===== src/rtl/id_ex_alu_stage.sv =====
// ---------------------------------------------------------------------------
// id_ex_alu_stage
//
// ID/EX pipeline register that sits directly in front of the EX-stage ALU.
// It captures one decoded instruction from ID and drives the ALU operands.
// Operands are resolved through MEM/WB forwarding, and the stage supports
// both stall and flush.
//
// Parameters
//   DW  datapath / ALU operand width
//   RW  register-address width
//
// Ports
//   clk, rst_n      rising-edge clock, asynchronous active-low reset
//   id_valid        ID presents an instruction
//   id_ready        stage can accept this cycle (!ex_valid | !ex_stall)
//   id_rs_addr      source register for A
//   id_rt_addr      source register for B
//   id_rs_val       register-file value of rs
//   id_rt_val       register-file value of rt
//   id_imm          extended immediate
//   id_use_imm      1: B comes from id_imm; 0: B comes from rt
//   id_aluop        ALU operation code, passed through unchanged
//   id_dst          destination register
//   ex_stall        downstream cannot advance; hold the entry
//   flush           kill the held entry and any incoming one
//   mem_we          MEM-stage write-back port
//   mem_addr        (same port)
//   mem_data        (same port)
//   wb_we           WB-stage write-back port
//   wb_addr         (same port)
//   wb_data         (same port)
//   alu_a, alu_b    forwarded ALU operands (0 when no valid entry)
//   alu_op          stored ALU op (0 when no valid entry)
//   ex_valid        EX entry is valid
//   ex_dst          destination register of the EX entry
// ---------------------------------------------------------------------------
module id_ex_alu_stage #(
  parameter int unsigned DW = 32,
  parameter int unsigned RW = 5
) (
  input  logic          clk,
  input  logic          rst_n,
  input  logic          id_valid,
  output logic          id_ready,
  input  logic [RW-1:0] id_rs_addr,
  input  logic [RW-1:0] id_rt_addr,
  input  logic [DW-1:0] id_rs_val,
  input  logic [DW-1:0] id_rt_val,
  input  logic [DW-1:0] id_imm,
  input  logic          id_use_imm,
  input  logic [2:0]    id_aluop,
  input  logic [RW-1:0] id_dst,
  input  logic          ex_stall,
  input  logic          flush,
  input  logic          mem_we,
  input  logic [RW-1:0] mem_addr,
  input  logic [DW-1:0] mem_data,
  input  logic          wb_we,
  input  logic [RW-1:0] wb_addr,
  input  logic [DW-1:0] wb_data,
  output logic [DW-1:0] alu_a,
  output logic [DW-1:0] alu_b,
  output logic [2:0]    alu_op,
  output logic          ex_valid,
  output logic [RW-1:0] ex_dst
);

  typedef enum logic {
    StEmpty = 1'b0,
    StHeld  = 1'b1
  } state_e;

  state_e        state_q, state_d;
  logic [RW-1:0] rs_addr_q, rs_addr_d;
  logic [RW-1:0] rt_addr_q, rt_addr_d;
  logic [DW-1:0] a_val_q, a_val_d;
  logic [DW-1:0] b_val_q, b_val_d;
  logic [2:0]    op_q, op_d;
  logic [RW-1:0] dst_q, dst_d;

  logic [DW-1:0] fwd_a;
  logic [DW-1:0] fwd_b;
  logic          load;

  // MEM beats WB; register 0 is hard-wired and never forwarded.
  function automatic logic [DW-1:0] forward(
    input logic [RW-1:0] src,
    input logic [DW-1:0] stored,
    input logic          m_we,
    input logic [RW-1:0] m_addr,
    input logic [DW-1:0] m_data,
    input logic          w_we,
    input logic [RW-1:0] w_addr,
    input logic [DW-1:0] w_data
  );
    logic [DW-1:0] res;
    res = stored;
    if (src != '0) begin
      if (m_we && (m_addr == src)) begin
        res = m_data;
      end else if (w_we && (w_addr == src)) begin
        res = w_data;
      end
    end
    return res;
  endfunction

  assign ex_valid = (state_q == StHeld);
  assign id_ready = !ex_valid || !ex_stall;
  assign load     = id_valid && id_ready && !flush;

  always_comb begin
    fwd_a = forward(rs_addr_q, a_val_q, mem_we, mem_addr, mem_data, wb_we, wb_addr, wb_data);
    fwd_b = forward(rt_addr_q, b_val_q, mem_we, mem_addr, mem_data, wb_we, wb_addr, wb_data);
  end

  // Next-state and datapath update.
  always_comb begin
    state_d   = state_q;
    rs_addr_d = rs_addr_q;
    rt_addr_d = rt_addr_q;
    a_val_d   = a_val_q;
    b_val_d   = b_val_q;
    op_d      = op_q;
    dst_d     = dst_q;

    if (flush) begin
      state_d = StEmpty;
    end else if (load) begin
      state_d   = StHeld;
      rs_addr_d = id_rs_addr;
      a_val_d   = id_rs_val;
      op_d      = id_aluop;
      dst_d     = id_dst;
      if (id_use_imm) begin
        // Address 0 disables B forwarding so the immediate is never replaced.
        rt_addr_d = '0;
        b_val_d   = id_imm;
      end else begin
        rt_addr_d = id_rt_addr;
        b_val_d   = id_rt_val;
      end
    end else begin
      unique case (state_q)
        StHeld: begin
          if (ex_stall) begin
            // Sticky refresh: a producer that retires while we are stalled
            // would otherwise vanish from the forwarding network.
            state_d = StHeld;
            a_val_d = fwd_a;
            b_val_d = fwd_b;
          end else begin
            state_d = StEmpty;
          end
        end
        default: state_d = StEmpty;
      endcase
    end
  end

  always_ff @(posedge clk or negedge rst_n) begin
    if (!rst_n) begin
      state_q   <= StEmpty;
      rs_addr_q <= '0;
      rt_addr_q <= '0;
      a_val_q   <= '0;
      b_val_q   <= '0;
      op_q      <= '0;
      dst_q     <= '0;
    end else begin
      state_q   <= state_d;
      rs_addr_q <= rs_addr_d;
      rt_addr_q <= rt_addr_d;
      a_val_q   <= a_val_d;
      b_val_q   <= b_val_d;
      op_q      <= op_d;
      dst_q     <= dst_d;
    end
  end

  // ALU inputs are quiet whenever no valid entry is held.
  always_comb begin
    alu_a  = '0;
    alu_b  = '0;
    alu_op = '0;
    if (ex_valid) begin
      alu_a  = fwd_a;
      alu_b  = fwd_b;
      alu_op = op_q;
    end
  end

  assign ex_dst = dst_q;

endmodule

===== config.mk =====
export PLATFORM = sky130hd
export DESIGN_NAME = id_ex_alu_stage
export DESIGN_NICKNAME = d
export VERILOG_FILES = /design/src/rtl/id_ex_alu_stage.sv
export SDC_FILE = /design/constraint.sdc
export NUM_CORES = 1
export LEC_CHECK = 0
export BUFFER_PORTS_ARGS = -buffer_cell sky130_fd_sc_hd__buf_2
export CAP_MARGIN = 0
export CORE_ASPECT_RATIO = 1.4
export CORE_UTILIZATION = 35
export DETAILED_ROUTE_END_ITERATION = 6
export GPL_TIMING_DRIVEN = 0
export PLACE_DENSITY = 0.63
export SKIP_CTS_REPAIR_TIMING = 1
export SYNTH_ARGS = -nofsm -noshare
export SYNTH_HDL_FRONTEND = slang
export SYNTH_SLANG_ARGS = --single-unit

===== constraint.sdc =====
create_clock -name clk -period 5 [get_ports clk]
set_input_delay 0 -clock clk [delete_from_list [all_inputs] [get_ports clk]]
set_output_delay 0 -clock clk [all_outputs]
set_load 0.005 [all_outputs]

# Word-level counts from Yosys, hierarchy flattened
# Index checks and enable logic that the tools add are counted.
dict set report word_totals {
  regBits 83
  output_inout_bits 74
  input_bits 196
  wordCells 49
}
dict set report classes {
  n_eq_ne 4
  reduce_logical 16
  muxes 21
  bitwise 1
}
# cell count
set ops {}
lappend ops {{$mux 32} 15}
lappend ops {{$eq 5x5->1} 4}
lappend ops {{$reduce_bool 5->1} 2}
lappend ops {{$logic_and 1x1->1} 6}
lappend ops {{$mux 5} 1}
lappend ops {{$mux 1} 4}
lappend ops {{$reduce_bool 2->1} 2}
lappend ops {{$logic_not 1->1} 3}
lappend ops {{$mux 3} 1}
lappend ops {{$reduce_and 3->1} 1}
lappend ops {{$reduce_and 2->1} 1}
lappend ops {{$logic_or 1x1->1} 1}
lappend ops {{$not 1->1} 1}

# Depth between registers and ports, before layout
# Gate-level depths: netlist (run 1).
dict set report depth {
  depth_word 8
  ltp_mapped 9
  ltp_nobuf 7
}

# Worst setup path after synthesis (run 1)
# No wires, ideal clock.
dict set report synth_path {
  path_kind {register to register}
  from {register rs_addr_q[1]}
  to {register a_val_q[0]}
  n_path_buf 2
  period_less_slack_ns 2.171
  stages_incl_launch_ff 9
  t_required_ns 4.874
  arrival_time_ns 2.045
  path_slack_ns 2.829
  setup_ns 0.126
  path_cell_list {dfrtp_1 > or4_1 > nor2_1 > or3_1 > buf_4 > nor2_2 > buf_2 > a32o_1 > a221o_1}
}
dict set report synth_via {
  elab_chain_len 8
  word_cells_on_any_way 11
  classes_between {eq/ne: 2; mux: 6; reduce/logical: 3}
}
# item line_no
set synth_rtl {}
lappend synth_rtl {{start, declared} 75} ;# logic [RW-1:0] rs_addr_q, rs_addr_d;
lappend synth_rtl {{start signal, assigned} 173} ;# rs_addr_q <= rs_addr_d;
lappend synth_rtl {{$eq 5x5->1} 102} ;# end else if (w_we && (w_addr == src)) begin
lappend synth_rtl {{$logic_and 1x1->1} 102}
lappend synth_rtl {{$mux 32} 102}
lappend synth_rtl {{$mux 32} 100} ;# if (m_we && (m_addr == src)) begin
lappend synth_rtl {{$mux 32 (*)} 99} ;# if (src != '0) begin
lappend synth_rtl {{$mux 32 (*)} 147} ;# if (ex_stall) begin
lappend synth_rtl {{$mux 32 (*)} 145} ;# unique case (state_q)
lappend synth_rtl {{$mux 32 (*)} 130} ;# end else if (load) begin
lappend synth_rtl {{end signal, assigned} 175} ;# a_val_q <= a_val_d;
lappend synth_rtl {{end, declared} 77} ;# logic [DW-1:0] a_val_q, a_val_d;
# Every way passes the cells marked *; elsewhere a longest branch is shown, timed or not. The select of a mux whose other input is x is not followed.
# A chain may end at the register's enable or synchronous reset.

# Worst setup path after layout (run 1)
dict set report layout_path {
  from {register rt_addr_q[2]}
  to {output port alu_b[22]}
}
dict set report layout_via {
  elab_chain_len 6
  word_cells_on_any_way 9
  classes_between {eq/ne: 2; mux: 4; reduce/logical: 3}
}
# item line_no
set layout_rtl {}
lappend layout_rtl {{start, declared} 76} ;# logic [RW-1:0] rt_addr_q, rt_addr_d;
lappend layout_rtl {{start signal, assigned} 174} ;# rt_addr_q <= rt_addr_d;
lappend layout_rtl {{$eq 5x5->1} 102}
lappend layout_rtl {{$logic_and 1x1->1} 102}
lappend layout_rtl {{$mux 32} 102}
lappend layout_rtl {{$mux 32} 100}
lappend layout_rtl {{$mux 32 (*)} 99}
lappend layout_rtl {{$mux 32 (*)} 187} ;# if (ex_valid) begin
lappend layout_rtl {{end, declared} 63} ;# output logic [DW-1:0] alu_b,
# Every way passes the cells marked *; elsewhere a longest branch is shown, timed or not.

==> metrics.cfg, run 1 <==
[outcome]
status=complete, but fails checks
violations=negative hold slack

[yosys]
yosys_warnings=0
synth.avg_cell_area_um2=8.10
synth_top_cell_area_share_pct=32.3
netlist-cell-type-count=45
ys_ff_latch=83
netlist_area_um2=6440
synth_edf_count=0
async_flop_share_pct=100
ys.flop_type=dfrtp_1
synth_commonest_cells=112 x nand2_1, 107 x nand3_1, 83 x dfrtp_1
syn-num-nets=991
seq_area_frac_synth_pct=32.3
synth.most_common_cell=nand2_1
synthCells=795
synthTopCellsByArea=dfrtp_1 32%, nand3_1 8.3%, nand2_1 6.5%
post-synth-top-area-cell=dfrtp_1

[power]
internal_power_mw=1.57
sw_frac_of_total_pct=32.5
powerDensity_nw_per_um2=266
clock_power_share_pct=32.9
power_switching_mw=0.754
comb_power_share_pct=29.3
power_frac_seq_pct=37.8
vdd_drop_max_v=0.000194
leakagePower_nw=4.09
total_power_mw=2.32

[grt]
busiest_layer=met2
grt_pass1_vias=7626
grt_usage_pct=31.0
grt_use_met3_pct=6.18
antenna_found_initial=1
overflow=0
grt_use_met2_pct=52.1
use_met1_pct=38.1
grt_max_degree=48
grt_first_pass_wirelength_um=43600

[place]
portBuffers=268
place_ws_ns=2.20
placed_cell_area_um2=8110
place_congestion=0.912
dp_hpwl_um=21500

[timing]
clock.fmax_mhz=313
setup_violations=0
skew_ns=0.00575
tightest_slew_ns=0.938
holdWs_ns=-0.0304
slew_headroom_pct=37.5
hold_viol_final=12
finalWorstSetupSlack_ns=1.80
rsz0062_at_grt=no
finalSetupTns_ns=0
slew_viol_final=0
fin_crit_sh_pct=63.9
final.min_clock_period_ns=3.20

[setup_path]
endpoint_kind=output pin
worstPathRequired_ns=5.00
critical-path-max-stage-delay_ns=0.57
path_class=reg2out
critPathSlowestCell=clkbuf_1
crit_chain=xor2_1, nor3_1, and3_1, o21ai_0, clkbuf_1, clkbuf_1, nand3_1, o211ai_1, buf_2
arrival_ns=3.20
crit_fanout=10
cp_common_cell=clkbuf_1
setup.worst_path.start_class=register

[layout]
final_area_um2=8730
multi_input_area_um2=3880
antenna_cells=0
area_delta_synth_final_pct=35.6
fill_cells=1894
finalNetCount=1300
drive_gt1_share_pct=31.7
seq_area_um2=2080

[clock_network]
cts_tree=built
numClockSinks=83
clk_latency_ns=0.35
clk_pin_slew_ns=0.07
htree_levels=3
root_buffer=clkbuf_16
cts-buffers-inserted=9
cts_buffer_depth=2

[die]
rows=58
die_h_um=162
coreArea_um2=18000
pin_count=270
die_area_um2=18900
start_util_pct=35.8
fp.dieW_um=117

[routing]
viasPerCell=5.79
wl_per_cell_um=21.6
drc=0
drtIter0Drc=711
wirelength_um=29200
drt.antenna.violating_nets=0
num_vias=7814
drt-pass1-iter-count=5

[run]
timing.max_cap.violations=0

[hold_path]
hold_path.class=in2reg

==> per-stage QoR <==
step	utilization, %	instances
floorplan	-	795
global placement	44.9	1303
detailed placement	45.1	1304
CTS	46.9	1320
global route	48.5	1349
finish	48.5	1349
==> critical path: cells and delay by family, from the launching register on <==
kind	cells	cell delay [ns]
buf+inv	3	1.25
xor+xnor	1	0.16
compound gates	2	0.52
simple gates	3	0.48
flops	1	0.43
==> power groups by stage <==
stage	registers, mW	clock network, mW	logic (mW)
after floorplan	0.867	0	0.377
after global placement	0.884	0	0.647
after detailed placement	0.884	0	0.658
after CTS	0.874	0.762	0.661
after global routing	0.891	0.793	0.742
final	0.877	0.763	0.681
==> layout by cell type, fill, tap and decap left out, types with 4 or more instances in the layout <==
| master | netlist | routed |
|---|---|---|
| clkbuf_1 | 62 | 62 |
| a32o_1 | 28 | 28 |
| buf_2 | 6 | 273 |
| dlygate4sd3_1 | 0 | 29 |
| mux2i_1 | 7 | 7 |
| a21oi_1 | 44 | 44 |
| o221ai_1 | 14 | 14 |
| o211ai_1 | 30 | 30 |
| mux2_2 | 25 | 25 |
| inv_1 | 36 | 36 |
| xor2_1 | 5 | 5 |
| and2_1 | 6 | 6 |
| o211ai_2 | 20 | 20 |
| o2bb2ai_1 | 24 | 24 |
| a221o_1 | 31 | 31 |
| nor2_1 | 15 | 15 |
| buf_1 | 8 | 8 |
| nor3_1 | 12 | 12 |
| nand3b_1 | 5 | 5 |
| clkbuf_16 | 0 | 9 |
| nand3_1 | 107 | 107 |
| a22oi_1 | 4 | 4 |
| xnor2_1 | 15 | 15 |
| nand2b_1 | 8 | 8 |
| o21ai_0 | 53 | 53 |
| nand2_1 | 112 | 112 |
| dfrtp_1 | 83 | 83 |
| buf_6 | 4 | 4 |
==> sequential cells by signal, summed over array words and instances (netlist names) <==
| register | count |
|---|---|
| a_val_q | 32 |
| b_val_q | 32 |
| ex_dst | 5 |
| ex_valid | 1 |
| op_q | 3 |
| rs_addr_q | 5 |
| rt_addr_q | 5 |
==> cell families (layout without fill, tap and decap cells) <==
family / Yosys count / in the layout / share of synthesized area [%]
buffers and inverters: 117 / 431 / 7.46
xor gates and xnor gates: 20 / 20 / 2.72
and+or+nand+nor: 280 / 280 / 20.3
muxes: 32 / 32 / 5.46
DFF: 83 / 83 / 32.3
AOI/OAI and AO/OA: 263 / 263 / 31.8
==> metal layers <==
metal  part of all wire (%)  up-vias
li1                       -     3586
met1                     40     3750
met2                     49      412
met3                    8.2       66
met4                    3.3        0
met5                      0        -
==> worst paths after layout <==
| kind | start | end | slack [ns] | cells after the start |
|---|---|---|---|---|
| setup reg to reg | ex_valid | b_val_q[28] | 2.13 | 9 |
| hold reg to reg | op_q[0] | op_q[0] | 0.47 | 2 |
| max in group asynchronous | rst_n | rs_addr_q[4] | 4.17 | 3 |
| setup / recovery | rt_addr_q[2] | alu_b[22] | 1.80 | 9 |
| min in group asynchronous | rst_n | b_val_q[17] | 0.18 | 2 |
| hold / removal | id_rs_val[15] | a_val_q[15] | -0.03 | 3 |
==> final cells by class <==
class                      instances  share of cell area [%]
sequential                        83                    23.8
clock inverter                     6                    1.02
timing repair buffer             298                    19.0
tap                              240                    3.44
inverter                          36                    1.55
clock buffer                      10                    2.74
buffer                            81                    3.96
multi-input combinational        595                    44.5
(Power assumes the default switching activity.)
==> run 2, diff against run 1 <==
--- a/config.mk
+++ b/config.mk
@@ -11,7 +11,7 @@
 export CORE_UTILIZATION = 35
 export DETAILED_ROUTE_END_ITERATION = 6
 export GPL_TIMING_DRIVEN = 0
-export PLACE_DENSITY = 0.63
+export PLACE_DENSITY = 0.65
 export SKIP_CTS_REPAIR_TIMING = 1
 export SYNTH_ARGS = -nofsm -noshare
 export SYNTH_HDL_FRONTEND = slang
==> constraint.sdc (replaced) <==
create_clock -name clk -period 2.9 [get_ports clk]
set_input_delay 0 -clock clk [delete_from_list [all_inputs] [get_ports clk]]
set_output_delay 0 -clock clk [all_outputs]
set_load 0.005 [all_outputs]
==> run 2 against run 1 <==
  * The run still ends with negative hold slack left
  * Design area rose by 0.63%
  * Power grew 76%
  * First-iteration DRC count fell by 5.2%
  * Count of clock-buffer cells in the layout grew 1
  * Flip-flop and latch count is the same
  * Clock power is 82% higher
  * Global-route usage fell by 0.058 points
  * Sequential share of layout area fell by 0.15 points
  * Critical path type unchanged
  * Critical endpoint is now alu_a[2]
  * Highest routed layer unchanged
==> metrics.cfg, run 2 (synthesis results as in run 1) <==
[outcome]
status=complete, but fails checks
violations=negative hold slack

[setup_path]
critPathSlowestCell=or4_1
path_class=reg2out
crit_family=simple AND/OR/NAND/NOR gates
critical_path.startpoint=rs_addr_q[1]
crit_fanout=10
cp_num_buf_inv=2
crit_chain=or4_1, o22ai_2, clkbuf_1, nand3_1, o211ai_1, buf_2
endpoint_kind=output pin
worstPathRequired_ns=2.90
cp.depth=6
critical-path-max-stage-delay_ns=0.60
setup.worst_path.start_class=register
worstRegToRegCells=9
arrival_ns=2.82
r2r-start=ex_valid

[timing]
hold_viol_final=16
tightest_slew_ns=0.888
slew_headroom_pct=40.8
finalWorstSetupSlack_ns=0.0839
slew_viol_final=0
clock.fmax_mhz=355
fin_crit_sh_pct=97.1
final.min_clock_period_ns=2.82
setup_violations=0
holdWs_ns=-0.0314
skew_ns=0.0146

[grt]
grt_first_pass_wirelength_um=43400
antenna_found_initial=1
grt_usage_pct=30.9
grt_pass1_vias=7740
overflow=0
grt_max_degree=47

[layout]
finalNetCount=1299
drive_gt1_share_pct=33.3
reg.largest.list=a_val_q x32, b_val_q x32
antenna_cells=0
fin_util_pct=48.8
fill_cells=1876
stdcell_count=1348
area_delta_synth_final_pct=36.4
layout_common_cells=275 x buf_2, 111 x nand2_1, 107 x nand3_1, 83 x dfrtp_1
final_common_cell=buf_2

[routing]
drtIter0Drc=674
viasPerCell=5.83
wl_per_cell_um=21.8
drt.antenna.violating_nets=0
drt-pass1-iter-count=5
wirelength_um=29400
drc=0
num_vias=7858

[place]
place_congestion=0.939
place_ws_ns=0.0813
dpl.cell_count=1304
dp_hpwl_um=21500
portBuffers=268

[die]
coreArea_um2=18000
die_h_um=162
start_util_pct=35.8
die_area_um2=18900
fp.dieW_um=117
pin_count=270
rows=58

[clock_network]
cts_tree=built
root_buffer=clkbuf_16
clk_pin_slew_ns=0.06
clk_latency_ns=0.36
numClockSinks=83
htree_levels=3
cts_buffer_depth=2
cts-buffers-inserted=9

[hold_path]
hold_path.class=in2reg
hold_depth=3
worstHoldStart=id_rs_val[7]

[power]
internal_power_mw=2.79
powerDensity_nw_per_um2=465
power_switching_mw=1.30
vdd_drop_max_v=0.000336
power_frac_seq_pct=37.1
clock_power_share_pct=34.0
leakagePower_nw=4.15
comb_power_share_pct=28.9
sw_frac_of_total_pct=31.8

[run]
timing.max_cap.violations=0

## run 2: cell count changes in the layout (fill, tap and decap cells not counted), moves of 2 or more
cell,before,now
buf_1,8,6
clkbuf_1,62,53
clkinvlp_4,2,0
nor2_1,15,13
clkbuf_2,0,9
buf_2,273,275
## run 2: cell type report
cell class	instances	area, um2	area share [%]
clock inverter	5	100	1.14
sequential	83	2080	23.7
clock buffer	11	243	2.76
buffer	81	363	4.13
inverter	36	135	1.54
tap	240	300	3.42
multi-input combinational	595	3910	44.6
timing repair buffer	297	1650	18.8
## run 2: final timing paths
check | end | slack, ns
hold / removal | a_val_q[7] | -0.03
setup / recovery | alu_a[2] | 0.08
hold reg to reg | op_q[0] | 0.48
max in group asynchronous | a_val_q[23] | 2.07
setup reg to reg | b_val_q[26] | 0.20
min in group asynchronous | a_val_q[16] | 0.18
## run 2: stage by stage
step | cell area, um2 | power [mW] | hold WS, ns | setup TNS, ns
after floorplan | 6440 | 2.15 | -0.296 | 0
after CTS | 8450 | 4.03 | -0.348 | -4.72
after global routing | 8780 | 4.26 | 0.000245 | -0.0446
after global placement | 8080 | 2.64 | 0.189 | 0
after detailed placement | 8110 | 2.66 | 0.0304 | 0
final | 8780 | 4.09 | -0.0314 | 0
## run 2: power by group through the flow
stage	Sequential [mW]	Clock, mW	Combinational, mW
2_1_floorplan	1.50	0	0.650
3_3_place_gp	1.52	0	1.12
3_5_place_dp	1.53	0	1.14
4_1_cts	1.51	1.38	1.14
5_1_grt	1.54	1.43	1.29
6_report	1.52	1.39	1.18
## run 2: worst reg2reg max path, delay by kind of cell (launching register included)
family / cells / cell delay (ns)
buffers and inverters: 4 / 1.18
AO/OA/AOI/OAI: 3 / 0.50
AND/OR/NAND/NOR: 2 / 0.55
flip-flops: 1 / 0.35
## run 2: routing by layer
metal  wire (um)  global-route usage [%]  vias up
li1            -                       -     3582
met1       11300                    38.2     3749
met2       14300                    51.5      454
met3        2560                    4.91       73
met4        1180                    15.5        0
met5           0                       0        -
